## src/rtl/instr_fetch_if.sv

```systemverilog
`default_nettype none
// ============================================================================
// Module      : instr_fetch_if
// Description : Instruction bundle hand-off and branch redirect bus between
//               the fetch unit (master) and the control unit (slave).
// Revision    : 1.0 - initial release
// ============================================================================
interface instr_fetch_if #(
    parameter int ADDR_W = 16,
    parameter int DATA_W = 16
);
    logic              ins_valid;
    logic              ins_ready;
    logic [7:0]        ins_opcode;
    logic [DATA_W-1:0] ins_operand;
    logic              ins_has_operand;
    logic [ADDR_W-1:0] ins_pc;
    logic              br_taken;
    logic [ADDR_W-1:0] br_target;

    modport master (
        output ins_valid, ins_opcode, ins_operand, ins_has_operand, ins_pc,
        input  ins_ready, br_taken, br_target
    );

    modport slave (
        input  ins_valid, ins_opcode, ins_operand, ins_has_operand, ins_pc,
        output ins_ready, br_taken, br_target
    );
endinterface
`default_nettype wire

```

## src/rtl/instr_fetch.sv

```systemverilog
`default_nettype none
// ============================================================================
// Module      : instr_fetch
// Description : Fetches one- or two-word instructions from a synchronous
//               instruction memory and hands them off over valid/ready.
// Revision    : 1.0 - initial release
// ============================================================================
module instr_fetch #(
    parameter int ADDR_W = 16,
    parameter int DATA_W = 16
) (
    input  logic              clk,
    input  logic              rst,
    input  logic              start,
    output logic [ADDR_W-1:0] imem_addr,
    input  logic [DATA_W-1:0] imem_data,
    output logic              halted,
    instr_fetch_if.master     ins
);

    localparam logic [2:0] c_ST_IDLE = 3'd0;
    localparam logic [2:0] c_ST_REQ  = 3'd1;
    localparam logic [2:0] c_ST_OP   = 3'd2;
    localparam logic [2:0] c_ST_ARG  = 3'd3;
    localparam logic [2:0] c_ST_OUT  = 3'd4;
    localparam logic [2:0] c_ST_HALT = 3'd5;

    localparam logic [7:0] c_OP_LOADIM = 8'd38;
    localparam logic [7:0] c_OP_JUMPZ  = 8'd41;
    localparam logic [7:0] c_OP_JUMPNZ = 8'd48;
    localparam logic [7:0] c_OP_JUMP   = 8'd49;
    localparam logic [7:0] c_OP_ENDOP  = 8'd51;

    logic [2:0]        r_state;
    logic [2:0]        w_next_state;
    logic [ADDR_W-1:0] r_pc;
    logic [7:0]        r_opcode;
    logic [DATA_W-1:0] r_operand;
    logic              r_has_op;
    logic              w_two_word;

    // Only meaningful in OP, where imem_data holds the opcode word.
    assign w_two_word = (imem_data[7:0] == c_OP_LOADIM) ||
                        (imem_data[7:0] == c_OP_JUMPZ)  ||
                        (imem_data[7:0] == c_OP_JUMPNZ) ||
                        (imem_data[7:0] == c_OP_JUMP);

    always_comb begin
        w_next_state = r_state;
        imem_addr    = r_pc;
        case (r_state)
            c_ST_IDLE: if (start) w_next_state = c_ST_REQ;
            c_ST_REQ:  w_next_state = c_ST_OP;
            c_ST_OP: begin
                if (w_two_word) begin
                    imem_addr    = r_pc + ADDR_W'(1);
                    w_next_state = c_ST_ARG;
                end else begin
                    w_next_state = c_ST_OUT;
                end
            end
            c_ST_ARG:  w_next_state = c_ST_OUT;
            c_ST_OUT: begin
                if (ins.ins_ready) begin
                    w_next_state = (r_opcode == c_OP_ENDOP) ? c_ST_HALT : c_ST_REQ;
                end
            end
            c_ST_HALT: if (start) w_next_state = c_ST_REQ;
            default:   w_next_state = c_ST_IDLE;
        endcase
    end

    always_ff @(posedge clk) begin
        if (rst) begin
            r_state   <= c_ST_IDLE;
            r_pc      <= '0;
            r_opcode  <= '0;
            r_operand <= '0;
            r_has_op  <= 1'b0;
        end else begin
            r_state <= w_next_state;
            case (r_state)
                c_ST_IDLE: r_pc <= '0;
                c_ST_OP: begin
                    r_opcode  <= imem_data[7:0];
                    r_operand <= '0;
                    r_has_op  <= 1'b0;
                end
                c_ST_ARG: begin
                    r_operand <= imem_data;
                    r_has_op  <= 1'b1;
                end
                c_ST_OUT: begin
                    // endop keeps pc on itself and ignores any redirect.
                    if (ins.ins_ready && (r_opcode != c_OP_ENDOP)) begin
                        if (ins.br_taken) begin
                            r_pc <= ins.br_target;
                        end else begin
                            r_pc <= r_pc + (r_has_op ? ADDR_W'(2) : ADDR_W'(1));
                        end
                    end
                end
                c_ST_HALT: if (start) r_pc <= '0;
                default: ;
            endcase
        end
    end

    assign ins.ins_valid       = (r_state == c_ST_OUT);
    assign ins.ins_opcode      = r_opcode;
    assign ins.ins_operand     = r_operand;
    assign ins.ins_has_operand = r_has_op;
    assign ins.ins_pc          = r_pc;
    assign halted              = (r_state == c_ST_HALT);

endmodule
`default_nettype wire

```

## src/flat_wrapper.sv

```systemverilog
// flat-port wrapper written by rule: the top's interface ports become plain ports
module instr_fetch_flat 
#(
    parameter int ADDR_W = 16,
    parameter int DATA_W = 16
)
  (clk, rst, start, imem_addr, imem_data, halted, ins_ins_valid, ins_ins_opcode, ins_ins_operand, ins_ins_has_operand, ins_ins_pc, ins_ins_ready, ins_br_taken, ins_br_target);
  instr_fetch_if #(.ADDR_W(ADDR_W), .DATA_W(DATA_W)) ins_i ();
  input  logic clk;
  input  logic rst;
  input  logic start;
  output logic [ADDR_W-1:0] imem_addr;
  input  logic [DATA_W-1:0] imem_data;
  output logic halted;
  output wire logic [$bits(ins_i.ins_valid)-1:0] ins_ins_valid;
  output wire logic [$bits(ins_i.ins_opcode)-1:0] ins_ins_opcode;
  output wire logic [$bits(ins_i.ins_operand)-1:0] ins_ins_operand;
  output wire logic [$bits(ins_i.ins_has_operand)-1:0] ins_ins_has_operand;
  output wire logic [$bits(ins_i.ins_pc)-1:0] ins_ins_pc;
  input wire logic [$bits(ins_i.ins_ready)-1:0] ins_ins_ready;
  input wire logic [$bits(ins_i.br_taken)-1:0] ins_br_taken;
  input wire logic [$bits(ins_i.br_target)-1:0] ins_br_target;
  assign ins_ins_valid = ins_i.ins_valid;
  assign ins_ins_opcode = ins_i.ins_opcode;
  assign ins_ins_operand = ins_i.ins_operand;
  assign ins_ins_has_operand = ins_i.ins_has_operand;
  assign ins_ins_pc = ins_i.ins_pc;
  assign ins_i.ins_ready = ins_ins_ready;
  assign ins_i.br_taken = ins_br_taken;
  assign ins_i.br_target = ins_br_target;
  instr_fetch #(.ADDR_W(ADDR_W), .DATA_W(DATA_W)) u_core (.clk(clk), .rst(rst), .start(start), .imem_addr(imem_addr), .imem_data(imem_data), .halted(halted), .ins(ins_i));
endmodule
```

## config.mk

```make
export PLATFORM = sky130hd
export DESIGN_NAME = instr_fetch_flat
export DESIGN_NICKNAME = d
export VERILOG_FILES = /design/src/rtl/instr_fetch_if.sv /design/src/rtl/instr_fetch.sv /design/src/flat_wrapper.sv
export SDC_FILE = /design/constraint.sdc
export NUM_CORES = 1
export LEC_CHECK = 0
export CORE_ASPECT_RATIO = 0.7
export CORE_UTILIZATION = 45
export CTS_CLUSTER_DIAMETER = 120
export DETAILED_ROUTE_END_ITERATION = 10
export PLACE_DENSITY = 0.88
export REMOVE_ABC_BUFFERS = 1
export SYNTH_ARGS = -nofsm -noshare
export SYNTH_HDL_FRONTEND = slang
export SYNTH_SLANG_ARGS = --single-unit
```

## constraint.sdc

```tcl
create_clock -name clk -period 5 [get_ports clk]
set_input_delay 0.75 -clock clk [delete_from_list [all_inputs] [get_ports clk]]
set_output_delay 0.75 -clock clk [all_outputs]
set_load 0.05 [all_outputs]
```

---- Yosys cells after proc, flatten, opt, wreduce, memory -nomap -nowiden ----
Cells that the tools add are included.
word-level totals
  input bits .............................. 37
  word-level logic and storage cells ...... 46
  register bits after elaboration ......... 44
cells by class
  muxes and demuxes ....................... 14
  add/sub/neg operators ................... 2
  reductions and logical operators ........ 10
  eq/ne operators ......................... 15
operators with widths
  operator               number
  $mux 16                5
  $pmux 16 s3            1
  $eq 8x6->1 const B     5
  $pmux 16 s2            1
  $add 16x1->16 const B  1
  $add 16x16->16         1
  $pmux 3 s5             1
  $mux 3                 4
  $ne 8x6->1 const B     1
  $eq 3x2->1 const B     2
  $eq 3x3->1 const B     2
  $ne 2x1->1 const B     3
  $eq 3x1->1 const B     1
  $logic_not 3->1        1
  $logic_or 1x1->1       3
  $reduce_and 3->1       1
  $reduce_bool 3->1      1
  $mux 2                 1
  $ne 2x2->1 const B     1
  $pmux 1 s2             1
  $reduce_and 2->1       1
  $reduce_bool 2->1      1
  $reduce_or 2->1        1
  $logic_and 1x1->1      1

---- Logic depth before layout (Yosys ltp) ----
  depth in word-level cells ............... 6
  gate-level depth with buffers ........... 10
  gate-level depth less buffers ........... 9

---- Worst setup path after synthesis ----
No wires, ideal clock.
  path kind ............................... input port to output port
  start ................................... input imem_data[1]
  end ..................................... output imem_addr[15]
  setup slack ............................. 1.576 ns
  arrival time ............................ 2.674 ns
  cell stages on the path ................. 5
  cells stage by stage .................... o31a_1 > or4_4 > buf_6 > nor3_4 > xor2_1
on the way
  cells in the longest elaborated chain, start to end .. 6
  elaborated cells between the ends (all ways) .. 9
ends and longest elaborated chain
  element                        RTL line                              text
  start: declaration             flat_wrapper.sv:13                    input logic [DATA_W-1:0] imem_data;
  $eq 8x6->1 (on tied branches)  instr_fetch.sv:43, instr_fetch.sv:44
  $logic_or 1x1->1               instr_fetch.sv:43                     assign w_two_word = (imem_data[7:0] == c_OP_LOADIM) ||
  $logic_or 1x1->1               instr_fetch.sv:44                     (imem_data[7:0] == c_OP_JUMPZ) ||
  $logic_or 1x1->1 *             instr_fetch.sv:45                     (imem_data[7:0] == c_OP_JUMPNZ) ||
  $mux 16 *                      instr_fetch.sv:55                     if (w_two_word) begin
  $mux 16 *                      instr_fetch.sv:51                     case (r_state)
  end: declaration               flat_wrapper.sv:12                    output logic [ADDR_W-1:0] imem_addr;
Every way passes the cells marked *; elsewhere a longest branch is shown, timed or not.

---- Worst setup path after layout ----
  start ................................... input imem_data[2]
  end ..................................... output imem_addr[10]
Same word-level chain as after synthesis.

==> flow_metrics.env <==
export IMPL_synth_compound_area_share=0.225
export IMPL_placed_area_um2=3460
export IMPL_drt_iter0_drc=302
export IMPL_rows=22
export IMPL_synth_top_area_share=0.352
export IMPL_ys_ff_latch=44
export IMPL_finalMaxSlewViolations=0
export IMPL_synth_edf_count=0
export IMPL_core_um2=5310
export IMPL_final_setup_viol_count=0
export IMPL_hold_violations=0
export IMPL_hold_depth=2
export IMPL_io_pins=96
export IMPL_multiInputGateArea_um2=1470
export IMPL_die_area_um2=5870
export IMPL_timing_fmax_mhz=232
export IMPL_timing_final_ws_setup_ns=0.694
export IMPL_antenna_cells=0
export IMPL_cts_setup_buffers=0
export IMPL_vias_per_cell=5.81
export IMPL_synth_warnings=0
export IMPL_cts_sinks=44
export IMPL_seq_area_um2=881
export IMPL_synth_area_leaders="dfxtp_1, a21oi_1, nand2_1, nand3_1, xor2_1"
export IMPL_hold_start="u_core.ins.ins_operand[12]"
export IMPL_critPathArrivalTime_ns=3.56
export IMPL_layout_common_cells="clkdlybuf4s50_1, nand2_1, dfxtp_1"
export IMPL_required_ns=4.25
export IMPL_timing_hold_ws_ns=0.455
export IMPL_dr_pass1_iters=5
export IMPL_finalSetupTns_ns=0
export IMPL_reg2reg_depth=7
export IMPL_post_place_ws_ns=0.751
export IMPL_critPathLaunchType="primary input"
export IMPL_hold_class="register to register"
export IMPL_p_total_uw=794
export IMPL_design_area_um2=3570
export IMPL_ys_seq_area_frac=0.352
export IMPL_cts_tree="built"
export IMPL_cp_max_fo=5
export IMPL_io_buffers=95
export IMPL_rsz0062_at_grt="false"
export IMPL_synth_top_family_by_area="simple AND/OR/NAND/NOR gates"
export IMPL_crit_top_cell="clkdlybuf4s50_1"
export IMPL_grt_pass1_wl_um=12000
export IMPL_clock_skew_ns=0.00870
export IMPL_post_dp_hpwl_um=5440
export IMPL_synth_ff_type="dfxtp_1"
export IMPL_crit_path_top_delay_cell="clkdlybuf4s50_1"
export IMPL_syn_avg_cell_area_um2=7.76
export IMPL_powerDensity_nw_per_um2=222
export IMPL_yosys_area_top_type="dfxtp_1"
export IMPL_antenna_found_initial=0
export IMPL_clk_pin_slew_ns=0.09
export IMPL_min_period_ns=4.31
export IMPL_fillers=453
export IMPL_nNetsFinal=446
export IMPL_syn_to_final_growth_pct=42.6
export IMPL_async_reset_ff_frac=0
export IMPL_synthDistinctLibCells=58
export IMPL_gp_congestion=0.869
export IMPL_muxShareOfSynthArea=0.00849
export IMPL_grt_start_max_net_pins=41
export IMPL_r2r_start="u_core.r_state[0]"
export IMPL_start_util=0.472
export IMPL_crit_type="primary input to primary output"
export IMPL_slew_headroom=0.387
export IMPL_syn_area_um2=2500
export IMPL_ant_nets=0
export IMPL_wirelength_um=7730
export IMPL_vdd_drop_max_uv=121
export IMPL_die_height_um=64.4
export IMPL_route_detailed_drc=0
export IMPL_rrSetupSlack_ns=2.60
export IMPL_final_common_cell="clkdlybuf4s50_1"
export IMPL_grt_overflow_total=0
export IMPL_clock_root_buffer="clkbuf_8"
export IMPL_cap_violations=0
export IMPL_post_drt_wl_per_cell_um=16.2
export IMPL_vias=2775
export IMPL_power_leakage_nw=1.21
export IMPL_htree_levels=2
export IMPL_period_share=0.861
export IMPL_hold_buffers=0
export IMPL_cts_resized=0
export IMPL_r2r_end="u_core.ins.ins_pc[5]"
export IMPL_netlist_instances=323
export IMPL_critical_path_max_stage_delay_ns=0.84
export IMPL_clk_latency_ns=0.30
export IMPL_cts_buffer_depth=2
export IMPL_grtUsageTotal=0.259
export IMPL_dieWidth_um=91.2
export IMPL_worst_pin_slew_ns=0.918
export IMPL_endpoint_kind="primary output"
export IMPL_numCtsBuffers=5
export IMPL_synth_fa_ha_area_frac=0.0230
export IMPL_grt_pass1_vias=2368
export IMPL_status="finished clean"
export IMPL_drive_above_1_share=0.0517
export IMPL_crit_start="imem_data[2]"
export IMPL_whs_endpoint="u_core.ins.ins_operand[12]"
export IMPL_synthSimpleGateAreaFrac=0.276
export IMPL_path_cells="clkdlybuf4s50_1, o21ai_0, nand3_1, or4_1, nor2_1, xor2_1, clkdlybuf4s50_1"
export IMPL_synth_xor_area_share=0.0559
flip-flops by register name, indices dropped and copies added, names as in the netlist:
name                        flops
u_core.ins.ins_operand         16
u_core.ins.ins_pc              16
u_core.ins.ins_opcode           8
u_core.r_state                  3
u_core.ins.ins_has_operand      1
cells by family (layout without fill, tap and decap cells):
group | Yosys count | count (layout)
AO/OA/AOI/OAI | 88 | 88
XOR/XNOR | 16 | 16
adder cells (fa/ha/maj) | 4 | 4
buffers and inverters | 34 | 117
flip-flops | 44 | 44
multiplexers | 2 | 2
AND/OR/NAND/NOR | 135 | 135
final cells by class:
type	instances	share of cell area
Timing Repair Buffer	98	0.273
Clock buffer	5	0.0193
Multi-Input combinational cell	245	0.413
Sequential cell	44	0.247
Clock inverter	3	0.0119
Inverter	11	0.0116
Tap cell	72	0.0252
worst max-delay path, delay by kind of cell:
kind,cells,cell delay (ns)
compound gates,1,0.25
xor+xnor,1,0.17
buf+inv,2,1.34
simple gates,3,1.04
layer usage:
layer,up-vias,global-route usage,part of all wire,wire length [um]
met3,4,0.0481,0.083,645
met4,0,0.0635,0.0071,55
met2,144,0.416,0.46,3550
met5,-,0,0,0
li1,1326,-,-,-
met1,1301,0.363,0.45,3480
metrics by stage:
stage               utilization  cells
CTS                       0.672    478
global placement          0.651    470
detailed placement        0.651    470
finish                    0.672    478
floorplan                     -    300
global route              0.672    478
synth_stat cells, types with 2 or more instances:
cell,number
and4_1,2
a211oi_1,2
o2bb2ai_1,6
nand3_1,20
a22o_1,4
o21ai_0,8
a22oi_1,4
dfxtp_1,44
nand4_1,6
a21oi_1,38
nor2_1,21
clkbuf_1,15
buf_1,2
o22ai_1,8
o211ai_1,2
xor2_1,11
ha_1,3
nor3_2,3
nand2_1,50
or3_1,2
nor4_1,6
o21a_1,2
and3_1,2
nand4bb_1,3
buf_2,3
nor3_1,6
xnor2_1,5
nand2b_1,4
o31ai_1,3
buf_6,2
inv_1,9
worst max path at each step:
stage	endpoint	slack (ns)	cells after the start
2_1_floorplan	imem_addr[15]	1.63	4
3_3_place_gp	imem_addr[14]	0.78	7
3_5_place_dp	imem_addr[10]	0.75	7
4_1_cts	imem_addr[10]	0.73	7
5_1_grt	imem_addr[14]	0.59	7
6_report	imem_addr[10]	0.69	7
power breakdown:
group	total [mW]	internal, mW	switching, mW	leakage, nW
registers	0.372	0.358	0.0144	0.355
logic	0.143	0.0591	0.0842	0.796
clock network	0.279	0.148	0.131	0.0541
Note: power is estimated with default switching activity, not from simulation.
